## src/rtl/wb_commit_unit.sv

```systemverilog
// Writeback/commit stage: retires ALU results, sequences CSR accesses through a
// two-state handshake, reports exceptions and keeps the retired-instruction count.
module wb_commit_unit (
  input  logic        CLK,
  input  logic        RST,
  // writeback latch
  input  logic        PC_VALID_TO_WB,
  input  logic [39:0] PC_TO_WB,
  input  logic [31:0] INST_TO_WB,
  input  logic        WE_TO_WB,
  input  logic [63:0] DATA_TO_WB,
  input  logic [4:0]  ADDR_TO_WB,
  input  logic        WB_CSR_ENABLE,
  input  logic [63:0] DATA_TO_CSR,
  input  logic        WB_XCPT,
  input  logic [63:0] WB_XCPT_CAUSE,
  input  logic [39:0] WB_REQ_BITS_ADDR,
  // CSR unit
  output logic        CSR_REQ,
  output logic [11:0] CSR_ADDR,
  output logic [63:0] CSR_WDATA,
  input  logic        CSR_READY,
  input  logic [63:0] CSR_RDATA,
  // register file
  output logic        RF_WE,
  output logic [4:0]  RF_WADDR,
  output logic [63:0] RF_WDATA,
  // pipeline control
  output logic        LOCK_TO_LATCH,
  output logic        FLUSH_TO_LATCH,
  // exception report
  output logic        XCPT_VALID,
  output logic [39:0] XCPT_EPC,
  output logic [63:0] XCPT_CAUSE,
  output logic [39:0] XCPT_TVAL,
  // counters
  output logic [63:0] INSTRET
);

  typedef enum logic {
    IDLE     = 1'b0,
    CSR_WAIT = 1'b1
  } state_e;

  state_e      state_q, state_d;
  logic        csr_req_q, csr_req_d;
  logic [11:0] csr_addr_q, csr_addr_d;
  logic [63:0] csr_wdata_q, csr_wdata_d;
  logic [4:0]  rd_q, rd_d;
  logic        rd_we_q, rd_we_d;
  logic        xcpt_valid_q, xcpt_valid_d;
  logic [39:0] xcpt_epc_q, xcpt_epc_d;
  logic [63:0] xcpt_cause_q, xcpt_cause_d;
  logic [39:0] xcpt_tval_q, xcpt_tval_d;
  logic [63:0] instret_q, instret_d;

  logic        rf_we, lock, flush, retire;

  always_comb begin
    // NOTE: every variable gets a default before the case so no path leaves one
    // unassigned; a missing default here would infer a latch.
    state_d      = state_q;
    csr_req_d    = csr_req_q;
    csr_addr_d   = csr_addr_q;
    csr_wdata_d  = csr_wdata_q;
    rd_d         = rd_q;
    rd_we_d      = rd_we_q;
    xcpt_valid_d = 1'b0;
    xcpt_epc_d   = xcpt_epc_q;
    xcpt_cause_d = xcpt_cause_q;
    xcpt_tval_d  = xcpt_tval_q;
    rf_we        = 1'b0;
    RF_WADDR     = ADDR_TO_WB;
    RF_WDATA     = DATA_TO_WB;
    lock         = 1'b0;
    flush        = 1'b0;
    retire       = 1'b0;

    unique case (state_q)
      IDLE: begin
        if (PC_VALID_TO_WB) begin
          if (WB_XCPT) begin
            // exception wins over CSR and register writes for this slot
            flush        = 1'b1;
            xcpt_valid_d = 1'b1;
            xcpt_epc_d   = PC_TO_WB;
            xcpt_cause_d = WB_XCPT_CAUSE;
            xcpt_tval_d  = WB_REQ_BITS_ADDR;
          end else if (WB_CSR_ENABLE) begin
            lock        = 1'b1;
            csr_req_d   = 1'b1;
            csr_addr_d  = INST_TO_WB[31:20];
            csr_wdata_d = DATA_TO_CSR;
            rd_d        = ADDR_TO_WB;
            rd_we_d     = WE_TO_WB;
            state_d     = CSR_WAIT;
          end else begin
            rf_we  = WE_TO_WB & (|ADDR_TO_WB);
            retire = 1'b1;
          end
        end
      end
      CSR_WAIT: begin
        // latch-side inputs are deliberately not looked at while waiting
        if (CSR_READY) begin
          rf_we     = rd_we_q & (|rd_q);
          RF_WADDR  = rd_q;
          RF_WDATA  = CSR_RDATA;
          retire    = 1'b1;
          csr_req_d = 1'b0;
          state_d   = IDLE;
        end else begin
          lock = 1'b1;
        end
      end
      default: state_d = IDLE;
    endcase

    instret_d = instret_q + {63'd0, retire};
  end

  // NOTE: state flops use non-blocking assignments so every flop samples the
  // pre-edge values regardless of statement order.
  // NOTE: all state, including the captured CSR/exception payloads, is reset so
  // outputs are defined from the first cycle after reset.
  always_ff @(posedge CLK or negedge RST) begin
    if (!RST) begin
      state_q      <= IDLE;
      csr_req_q    <= 1'b0;
      csr_addr_q   <= '0;
      csr_wdata_q  <= '0;
      rd_q         <= '0;
      rd_we_q      <= 1'b0;
      xcpt_valid_q <= 1'b0;
      xcpt_epc_q   <= '0;
      xcpt_cause_q <= '0;
      xcpt_tval_q  <= '0;
      instret_q    <= '0;
    end else begin
      state_q      <= state_d;
      csr_req_q    <= csr_req_d;
      csr_addr_q   <= csr_addr_d;
      csr_wdata_q  <= csr_wdata_d;
      rd_q         <= rd_d;
      rd_we_q      <= rd_we_d;
      xcpt_valid_q <= xcpt_valid_d;
      xcpt_epc_q   <= xcpt_epc_d;
      xcpt_cause_q <= xcpt_cause_d;
      xcpt_tval_q  <= xcpt_tval_d;
      instret_q    <= instret_d;
    end
  end

  // combinational strobes are forced low while reset is held, which also
  // aborts an in-flight CSR access without a register write
  assign RF_WE          = rf_we & RST;
  assign LOCK_TO_LATCH  = lock  & RST;
  assign FLUSH_TO_LATCH = flush & RST;

  assign CSR_REQ    = csr_req_q;
  assign CSR_ADDR   = csr_addr_q;
  assign CSR_WDATA  = csr_wdata_q;
  assign XCPT_VALID = xcpt_valid_q;
  assign XCPT_EPC   = xcpt_epc_q;
  assign XCPT_CAUSE = xcpt_cause_q;
  assign XCPT_TVAL  = xcpt_tval_q;
  assign INSTRET    = instret_q;

endmodule

```

## config.mk

```make
export PLATFORM = sky130hd
export DESIGN_NAME = wb_commit_unit
export DESIGN_NICKNAME = d
export VERILOG_FILES = /design/src/rtl/wb_commit_unit.sv
export SDC_FILE = /design/constraint.sdc
export NUM_CORES = 1
export LEC_CHECK = 0
export BUFFER_PORTS_ARGS = -buffer_cell sky130_fd_sc_hd__buf_2
export CAP_MARGIN = 10
export CORE_AREA = 2 2 286 288
export CTS_CLUSTER_DIAMETER = 200
export DETAILED_ROUTE_END_ITERATION = 6
export DIE_AREA = 0 0 288 290
export PLACE_DENSITY = 0.44
export SYNTH_ARGS = -nofsm -noshare
export SYNTH_HDL_FRONTEND = slang
export SYNTH_SLANG_ARGS = --single-unit
export TNS_END_PERCENT = 5
```

## constraint.sdc

```tcl
create_clock -name CLK -period 4.7 [get_ports CLK]
set_input_delay 0.94 -clock CLK [delete_from_list [all_inputs] [get_ports CLK]]
set_output_delay 0.94 -clock CLK [all_outputs]
set_load 0.005 [all_outputs]
```

After elaboration in Yosys (flattened, before gate mapping)
Index checks and enable logic that the tools add are counted.
{ "totals": {"output_inout_bits": 358, "register_bits": 293, "wordCells": 55, "inputBits": 380} }
{ "classes": {"reduce_logical": 5, "add_sub_neg": 1, "bitwise_logic": 7, "mux": 27, "n_eq_ne": 4} }
{ "op_table": {"columns": ["op", "count"], "rows": [
  ["$mux 64", 2],
  ["$add 64x1->64", 1],
  ["$mux 1", 19],
  ["$mux 5", 2],
  ["$reduce_or 5->1", 2],
  ["$ne 2x2->1 const B", 4],
  ["$pmux 1 s2", 4],
  ["$reduce_and 4->1", 2],
  ["$and 1x1->1", 5],
  ["$reduce_and 3->1", 1],
  ["$not 1->1", 2]
]} }

Longest topological paths before layout
Gate-level depths: netlist (run 1).
{ "logic_depth": {"word_depth": 7, "mapped_depth": 10, "depth_no_buf": 9} }

Least setup slack after synthesis (run 1)
Ideal clock, no wire load.
{ "synth_path": {"kind": "input-to-reg", "from": "input CSR_READY", "to": "register instret_q[62] (netlist: INSTRET[62])", "t_arrival_ps": 2945, "setup_time_ps": 79, "cell_stages": 10, "setup_slack_ps": 1676, "n_path_buf": 1, "t_required_ps": 4621, "path_cell_list": "nand2_1 clkbuf_1 o31ai_1 ha_1 ha_1 nand2_1 nor2_1 nand4_2 nor4_1 xor2_1"} }
{ "synth_between": {"elab_chain_len": 3} }
{ "synth_rtl": {"columns": ["item", "line", "text"], "rows": [
  ["from (decl)", "22", "input logic CSR_READY,"],
  ["$mux 1", "105", "if (CSR_READY) begin"],
  ["$pmux 1 s2", "79", "unique case (state_q)"],
  ["$add 64x1->64", "119", "instret_d = instret_q + {63'd0, retire};"],
  ["named net instret_d[62]", "55", "logic [63:0] instret_q, instret_d;"],
  ["to (signal assigned)", "150", "instret_q <= instret_d;"],
  ["to (decl)", "55", null]
]} }
The timed path passes the listed nets, and every way through them passes these cells.
A chain may end at the register's enable or synchronous reset.

Final worst setup path (run 1)
{ "layout_path": {"from": "input CSR_READY", "to": "output RF_WDATA[20]"} }
{ "layout_between": {"elab_chain_len": 2} }
{ "layout_rtl": {"columns": ["item", "line", "text"], "rows": [
  ["$mux 64", "105", null],
  ["$mux 64", "79", null],
  ["to (decl)", "27", "output logic [63:0] RF_WDATA,"]
]} }
Every way passes these cells.

==> results of run 1 <==
==> synthesized netlist by cell type (2+ instances only) <==
library cell    n
clkbuf_1       15
xor2_1         35
mux2_2        295
a21o_1          2
and4_1          6
or4_1           3
nor3_2          3
buf_1           3
nor3b_1         2
buf_2          16
nor2_1         26
nor4_4          3
and3_1         11
ha_1            2
inv_1           9
nand3_1        25
nor4_1         12
nor3_1          6
xnor2_1        27
nand4_2         2
nand4_1        15
nand2_1        30
and2_1          5
dfrtp_1       293
==> logic make-up (layout without fill, tap and decap cells) <==
| kind of cell | Yosys count | after routing | synth area share |
|---|---|---|---|
| and+or+nand+nor | 155 | 155 | 0.0738 |
| buffers and inverters | 44 | 796 | 0.0156 |
| other | 0 | 3 | 0 |
| adders and majority gates | 2 | 2 | 0.00202 |
| DFF | 293 | 293 | 0.593 |
| xor gates and xnor gates | 62 | 62 | 0.0439 |
| muxes | 295 | 295 | 0.269 |
| AOI/OAI and AO/OA | 6 | 6 | 0.00354 |
==> path summary, 6_finish.rpt <==
| check | from | to | slack [ns] | cells after the start |
|---|---|---|---|---|
| max | CSR_READY | RF_WDATA[20] | 1.18 | 5 |
| min | RST | CSR_WDATA[54] | 0.34 | 1 |
| max reg2reg | state_q | INSTRET[62] | 1.28 | 10 |
| min reg2reg | INSTRET[63] | INSTRET[63] | 0.49 | 1 |
| max in group asynchronous | RST | XCPT_EPC[15] | 3.11 | 2 |
| min in group CLK | INSTRET[63] | INSTRET[63] | 0.49 | 1 |
==> through the flow <==
stage	std cells	cell area (sq um)	util
after detailed placement	2607	17200	0.215
final	2672	18400	0.229
after global placement	2607	17200	0.215
after global routing	2669	18400	0.229
after CTS	2669	18400	0.229
after floorplan	857	12400	-
==> worst max-delay path: cells and delay by family <==
family	cells	cell delay [ns]
buf+inv	3	0.99
simple gates	1	0.06
mux	1	0.50
==> flip-flops by register name, summed over array words and instances, names as in the netlist, 5 cells and up <==
name and cells:
CSR_WDATA 64, INSTRET 64, XCPT_CAUSE 64, XCPT_EPC 40
XCPT_TVAL 40, CSR_ADDR 12, rd_q 5
==> area by class of cell <==
class	instances	area (sq um)	area share
sequential	293	7330	0.399
multi-input combinational	520	4860	0.265
timing repair buffer	725	3680	0.201
tap	1060	1330	0.0722
clock buffer	52	1030	0.0562
clock inverter	10	85.1	0.00463
inverter	9	33.8	0.00184
antenna	3	7.51	0.000409
==> cells in the final DEF, fill, tap and decap left out, types with 2 or more instances in the layout <==
cell          n
diode_2       3
dfrtp_1     293
buf_12        2
nor2_1       25
nor4_1       12
or4_1         3
clkbuf_16    37
xnor2_1      27
nand4_1      15
clkbuf_1     10
clkbuf_8      5
ha_1          2
inv_6         2
clkinv_8      2
and3_1       11
buf_2       716
nor3_2        3
nand2_1      29
clkinvlp_4    2
mux2_2      295
and2_1        5
xor2_1       35
nand2_2       2
clkinv_2      4
a21o_1        2
nor3_1        6
buf_4         6
nand3_1      25
nor4_4        3
nand4_2       2
inv_1         9
and4_1        6
==> layer usage <==
metal | vias up | track usage
met4 | 4 | 0.0275
met2 | 370 | 0.198
met3 | 59 | 0.0478
met5 | - | 0
met1 | 4913 | 0.135
li1 | 4511 | -
==> power by group through the flow <==
stage	clock, W	combinational [W]	sequential, W
3_5_place_dp	0	0.00145	0.00322
5_1_grt	0.00292	0.00154	0.00324
2_1_floorplan	0	0.000512	0.00325
4_1_cts	0.00282	0.00146	0.00319
6_report	0.00269	0.00141	0.00318
3_3_place_gp	0	0.00143	0.00321
==> results.py, run 1 <==
metrics = {
    "sta": {
        "clock_skew_ns": 0.0207,
        "period_needed_ns": 3.52,
        "setup_violations": 0,
        "setup_ws_ns": 1.18,
        "relSlewSlack": 0.334,
        "max_slew.worst_pin.slew_ns": 0.999,
        "maxSlewViolCount": 0,
        "min_period_over_period": 0.748,
        "fin_hold_ws_ns": 0.339,
        "setup_tns_ns": 0,
        "hold_viol_final": 0,
        "rsz0062_at_grt": "false",
        "fmax_mhz": 284,
    },
    "clocking": {
        "numCtsBuffers": 37,
        "clkTransAtPathRegs_ns": 0.06,
        "post_cts_buffers": 0,
        "cts.sinks": 293,
        "cts_max_path_buffers": 3,
        "h-tree-depth": 2,
        "postCtsResizedCells": 0,
        "root_buffer": "clkbuf_16",
        "cts_tree": "built",
        "clkLatencyLatePin_ns": 0.54,
        "hold_buffers": 0,
    },
    "setup_path": {
        "path_class": "in2out",
        "critPathMaxFanout": 70,
        "crit_path_end_kind": "output port",
        "cpMostUsedCell": "buf_2",
        "arrival_ns": 2.58,
        "critical-path-slowest-cell": "buf_4",
        "cp.required_ns": 3.76,
        "max_stage_delay_ns": 0.72,
        "start_kind": "primary input",
        "path_cells": "buf_2 -> nand2_2 -> buf_4 -> mux2_2 -> buf_2",
    },
    "routing": {
        "wl_met2_mm": 24.4,
        "drc_errors": 0,
        "drtAntennaViolNets": 0,
        "dr.max_layer_used": "met5",
        "vias": 9857,
        "drt-initial-drc-count": 301,
        "wl_met3_mm": 4.61,
        "drtPass1Iterations": 4,
        "detail_route.wirelength_mm": 49.7,
        "post_drt_wl_per_cell_um": 18.6,
        "viasPerCell": 3.69,
        "m1WireLength_mm": 19.8,
    },
    "synthesis": {
        "ys_types": 35,
        "synthCells": 857,
        "synth_largest_area_cell": "dfrtp_1",
        "yosysSeqAreaShare": 0.593,
        "synth-async-reset-ratio": 1.00,
        "avgSynthCellArea_sq_um": 14.4,
        "synth_area_leaders": "dfrtp_1, mux2_2, xor2_1",
        "synth_warnings": 0,
        "syn_nets": 1239,
        "synth-edff-count": 0,
        "yosysTopAreaCellShare": 0.593,
        "ys_seq_elements": 293,
        "syn-cell-area_sq_um": 12400,
        "synthFlopType": "dfrtp_1",
    },
    "finish": {
        "n_fill_cell": 8697,
        "layout-drive-gt1-share": 0.675,
        "area_growth_pct": 48.4,
        "final_nets": 1968,
    },
    "power_and_ir_drop": {
        "p_comb_frac": 0.194,
        "clkPwrFrac": 0.369,
        "power.density_nw_per_um2": 396,
        "report.power.total_w": 0.00728,
        "cell_internal_pwr_w": 0.00528,
        "switching_share": 0.275,
        "seqPwrFrac": 0.437,
        "p_leak_nw": 8.94,
        "ir_drop_uv": 212,
        "p_sw_w": 0.00200,
    },
    "grt": {
        "grt_usage": 0.116,
        "grt_start_max_net_pins": 146,
        "grt_first_pass_wirelength_mm": 72.5,
        "antenna_found_initial": 4,
        "grt-ovfl-total": 0,
        "grt_pass1_vias": 10866,
    },
    "run_status": {
        "status": "finished, final reports clean",
    },
    "floorplanning": {
        "die_y_um": 290,
        "initial_core_util": 0.154,
        "pin_count": 738,
        "fp.coreArea_sq_um": 80200,
        "die-area_sq_um": 83500,
        "die_w_um": 288,
        "floorplan.rows": 104,
    },
    "placement": {
        "dp_hpwl_mm": 39.6,
        "place_congestion": 0.955,
        "numPortBuffers": 717,
        "preCtsSetupSlack_ns": 0.774,
    },
    "flow_run": {
        "max-cap-violations": 0,
    },
    "min_path": {
        "hold_class": "in2async",
    },
}
Note: power is estimated with default switching activity, not from simulation.
==> run 2, diff against run 1 <==
--- a/config.mk
+++ b/config.mk
@@ -5,13 +5,14 @@
 export SDC_FILE = /design/constraint.sdc
 export NUM_CORES = 1
 export LEC_CHECK = 0
+export ABC_AREA = 1
 export BUFFER_PORTS_ARGS = -buffer_cell sky130_fd_sc_hd__buf_2
 export CAP_MARGIN = 10
-export CORE_AREA = 2 2 286 288
+export CORE_AREA = 2 2 287 289
 export CTS_CLUSTER_DIAMETER = 200
 export DETAILED_ROUTE_END_ITERATION = 6
-export DIE_AREA = 0 0 288 290
-export PLACE_DENSITY = 0.44
+export DIE_AREA = 0 0 289 291
+export PLACE_DENSITY = 0.45
 export SYNTH_ARGS = -nofsm -noshare
 export SYNTH_HDL_FRONTEND = slang
 export SYNTH_SLANG_ARGS = --single-unit
==> constraint.sdc (replaced) <==
create_clock -name CLK -period 3.6 [get_ports CLK]
set_input_delay 0.72 -clock CLK [delete_from_list [all_inputs] [get_ports CLK]]
set_output_delay 0.72 -clock CLK [all_outputs]
set_load 0.005 [all_outputs]
==> run 2 against run 1 <==
Effect of this change: flip-flop and latch count stayed put; critical endpoint is now RF_WE; largest cell class unchanged; design area is 5.7% higher; largest power group unchanged; cell count is 27% higher.
==> results.py, run 2 <==
metrics = {
    "synthesis": {
        "yosysSeqAreaShare": 0.554,
        "synth-edff-count": 0,
        "synth-adder-area-share": 0.00189,
        "synthCells": 1567,
        "synth-async-reset-ratio": 1.00,
        "synth_area_leaders": "dfrtp_1, nand2_1, mux2_2",
        "synth_top_family_by_area": "simple AND/OR/NAND/NOR gates",
        "syn-cell-area_sq_um": 13200,
        "yosysTopAreaCellShare": 0.554,
        "synthFlopType": "dfrtp_1",
        "yosysMostFrequentCell": "nand2_1",
        "synth_compound_area_frac": 0.0132,
        "netlist_top_cells_count": "nand2_1, dfrtp_1, nor2_1",
        "syn_nets": 1949,
        "synth-simple-area-share": 0.312,
        "synth_warnings": 0,
        "muxShareOfSynthArea": 0.0647,
        "yosys.area_share.xor_xnor": 0.0205,
        "avgSynthCellArea_sq_um": 8.45,
        "ys_types": 27,
        "synth_largest_area_cell": "dfrtp_1",
        "ys_seq_elements": 293,
    },
    "clocking": {
        "clkLatencyLatePin_ns": 0.55,
        "root_buffer": "clkbuf_16",
        "postCtsResizedCells": 0,
        "numCtsBuffers": 39,
        "post_cts_buffers": 0,
        "cts.sinks": 293,
        "cts_max_path_buffers": 3,
        "cts_tree": "built",
        "h-tree-depth": 2,
        "clkTransAtPathRegs_ns": 0.06,
    },
    "power_and_ir_drop": {
        "p_leak_nw": 10.4,
        "cell_internal_pwr_w": 0.00699,
        "seqPwrFrac": 0.418,
        "p_comb_frac": 0.185,
        "clkPwrFrac": 0.397,
        "power.density_nw_per_um2": 506,
        "ir_drop_uv": 276,
        "p_sw_w": 0.00283,
        "switching_share": 0.288,
        "report.power.total_w": 0.00982,
    },
    "setup_path": {
        "crit-reg2reg-launch": "state_q",
        "cp.required_ns": 2.88,
        "start_kind": "primary input",
        "path_class": "in2out",
        "critPathMaxFanout": 24,
        "timing.rr.end": "INSTRET[54]",
        "crit_path_end_kind": "output port",
        "reg2reg_depth": 10,
        "arrival_ns": 2.15,
        "r2r_slack_ns": 1.15,
    },
    "min_path": {
        "hold_class": "in2reg",
        "hp-start": "WB_XCPT_CAUSE[62]",
        "hold_depth": 3,
        "whs_endpoint": "XCPT_CAUSE[62]",
    },
    "grt": {
        "grt_start_max_net_pins": 121,
        "grt-ovfl-total": 0,
        "antenna_found_initial": 7,
        "grt_usage": 0.132,
        "grt_first_pass_wirelength_mm": 83.2,
        "grt_pass1_vias": 12725,
    },
    "routing": {
        "viasPerCell": 3.80,
        "post_drt_wl_per_cell_um": 17.1,
        "drtPass1Iterations": 5,
        "drt-initial-drc-count": 645,
        "detail_route.wirelength_mm": 58.0,
        "drtAntennaViolNets": 0,
        "vias": 12859,
        "drc_errors": 0,
    },
    "finish": {
        "layout_common_cells": "nand2_1, buf_2, dfrtp_1",
        "area_growth_pct": 46.6,
        "mostFrequentLayoutCell": "nand2_1",
        "layout-drive-gt1-share": 0.400,
        "n_fill_cell": 9130,
        "final_nets": 2668,
    },
    "sta": {
        "max_slew.worst_pin.slew_ns": 0.783,
        "clock_skew_ns": 0.0267,
        "period_needed_ns": 2.87,
        "fmax_mhz": 349,
        "min_period_over_period": 0.797,
        "setup_ws_ns": 0.731,
        "setup_violations": 0,
        "rsz0062_at_grt": "false",
        "maxSlewViolCount": 0,
        "fin_hold_ws_ns": 0.360,
        "setup_tns_ns": 0,
        "relSlewSlack": 0.478,
        "hold_viol_final": 0,
    },
    "placement": {
        "numPortBuffers": 717,
        "preCtsSetupSlack_ns": 0.613,
        "dp_hpwl_mm": 46.1,
        "place_congestion": 0.888,
    },
    "run_status": {
        "status": "finished, final reports clean",
    },
    "flow_run": {
        "max-cap-violations": 0,
    },
    "floorplanning": {
        "floorplan.rows": 105,
        "initial_core_util": 0.163,
        "die-area_sq_um": 84100,
        "fp.coreArea_sq_um": 81200,
        "die_w_um": 289,
        "die_y_um": 291,
        "pin_count": 738,
    },
}
-- run 2: cell count changes in the layout (fill, tap and decap cells not counted), moves of 13 or more --
cell | before | now
o21ai_0 | 1 | 14
nor2_1 | 25 | 110
mux2_2 | 295 | 76
nand2_1 | 29 | 828
xor2_1 | 35 | 11
o21ai_1 | 0 | 18
nor2_2 | 0 | 17
nand2_2 | 2 | 15
inv_1 | 9 | 47
-- run 2: critical path: stages --
cell	delay, ns
dlygate4sd3_1	0.56
buf_8	0.24
inv_1	0.14
a21oi_1	0.27
buf_2	0.19
-- run 2: final cells by class --
class / instances / area [sq um] / share of cell area
Antenna cell: 2 / 5.00 / 0.000258
Clock buffer: 51 / 1100 / 0.0568
Clock inverter: 19 / 186 / 0.00960
Inverter: 52 / 198 / 0.0102
Multi-Input combinational cell: 1167 / 5470 / 0.282
Sequential cell: 293 / 7330 / 0.378
Tap cell: 1070 / 1340 / 0.0690
Timing Repair Buffer: 733 / 3780 / 0.195
-- run 2: timing repair --
item,in CTS,in global routing
setup endpoints to repair,0,0
hold endpoints to repair,21,0
hold buffers,1,0
-- run 2: power groups by stage --
stage / combinational [W] / clock [W] / sequential, W
4_1_cts: 0.00186 / 0.00408 / 0.00410
2_1_floorplan: 0.000637 / 0 / 0.00419
6_report: 0.00181 / 0.00390 / 0.00411
3_5_place_dp: 0.00186 / 0 / 0.00414
3_3_place_gp: 0.00186 / 0 / 0.00414
5_1_grt: 0.00203 / 0.00420 / 0.00417
-- run 2: metal layers --
layer	track usage	share of wire	up-vias
met5	0	0.00052	-
li1	-	-	6276
met1	0.167	0.42	5967
met3	0.0359	0.078	89
met2	0.219	0.48	523
met4	0.0373	0.026	4
-- run 2: how the worst max path moves through the flow --
stage / slack (ns) / to / from / cells after the start
global placement: 0.63 / INSTRET[54] / WB_XCPT / 11
finish: 0.73 / RF_WE / RST / 5
floorplan: 1.16 / INSTRET[62] / CSR_READY / 12
detailed placement: 0.61 / INSTRET[54] / WB_XCPT / 11
CTS: 0.65 / RF_WE / RST / 5
global route: 0.62 / RF_WE / RST / 5
-- run 2: logic make-up (layout without fill, tap and decap cells) --
kind of cell             count (synthesis)  in the layout
AND/OR/NAND/NOR                       1023           1023
XOR/XNOR                                31             31
AO/OA/AOI/OAI                           35             35
multiplexers                            76             76
flip-flops                             293            293
buffers and inverters                  107            855
adder cells (fa/ha/maj)                  2              2
other                                    0              2
-- run 2: through the flow --
step           std cells  area [sq um]   util
3_3_place_gp        3314         18100  0.223
4_1_cts             3385         19400  0.239
2_1_floorplan       1567         13200      -
5_1_grt             3387         19400  0.239
6_report            3387         19400  0.239
3_5_place_dp        3314         18100  0.223
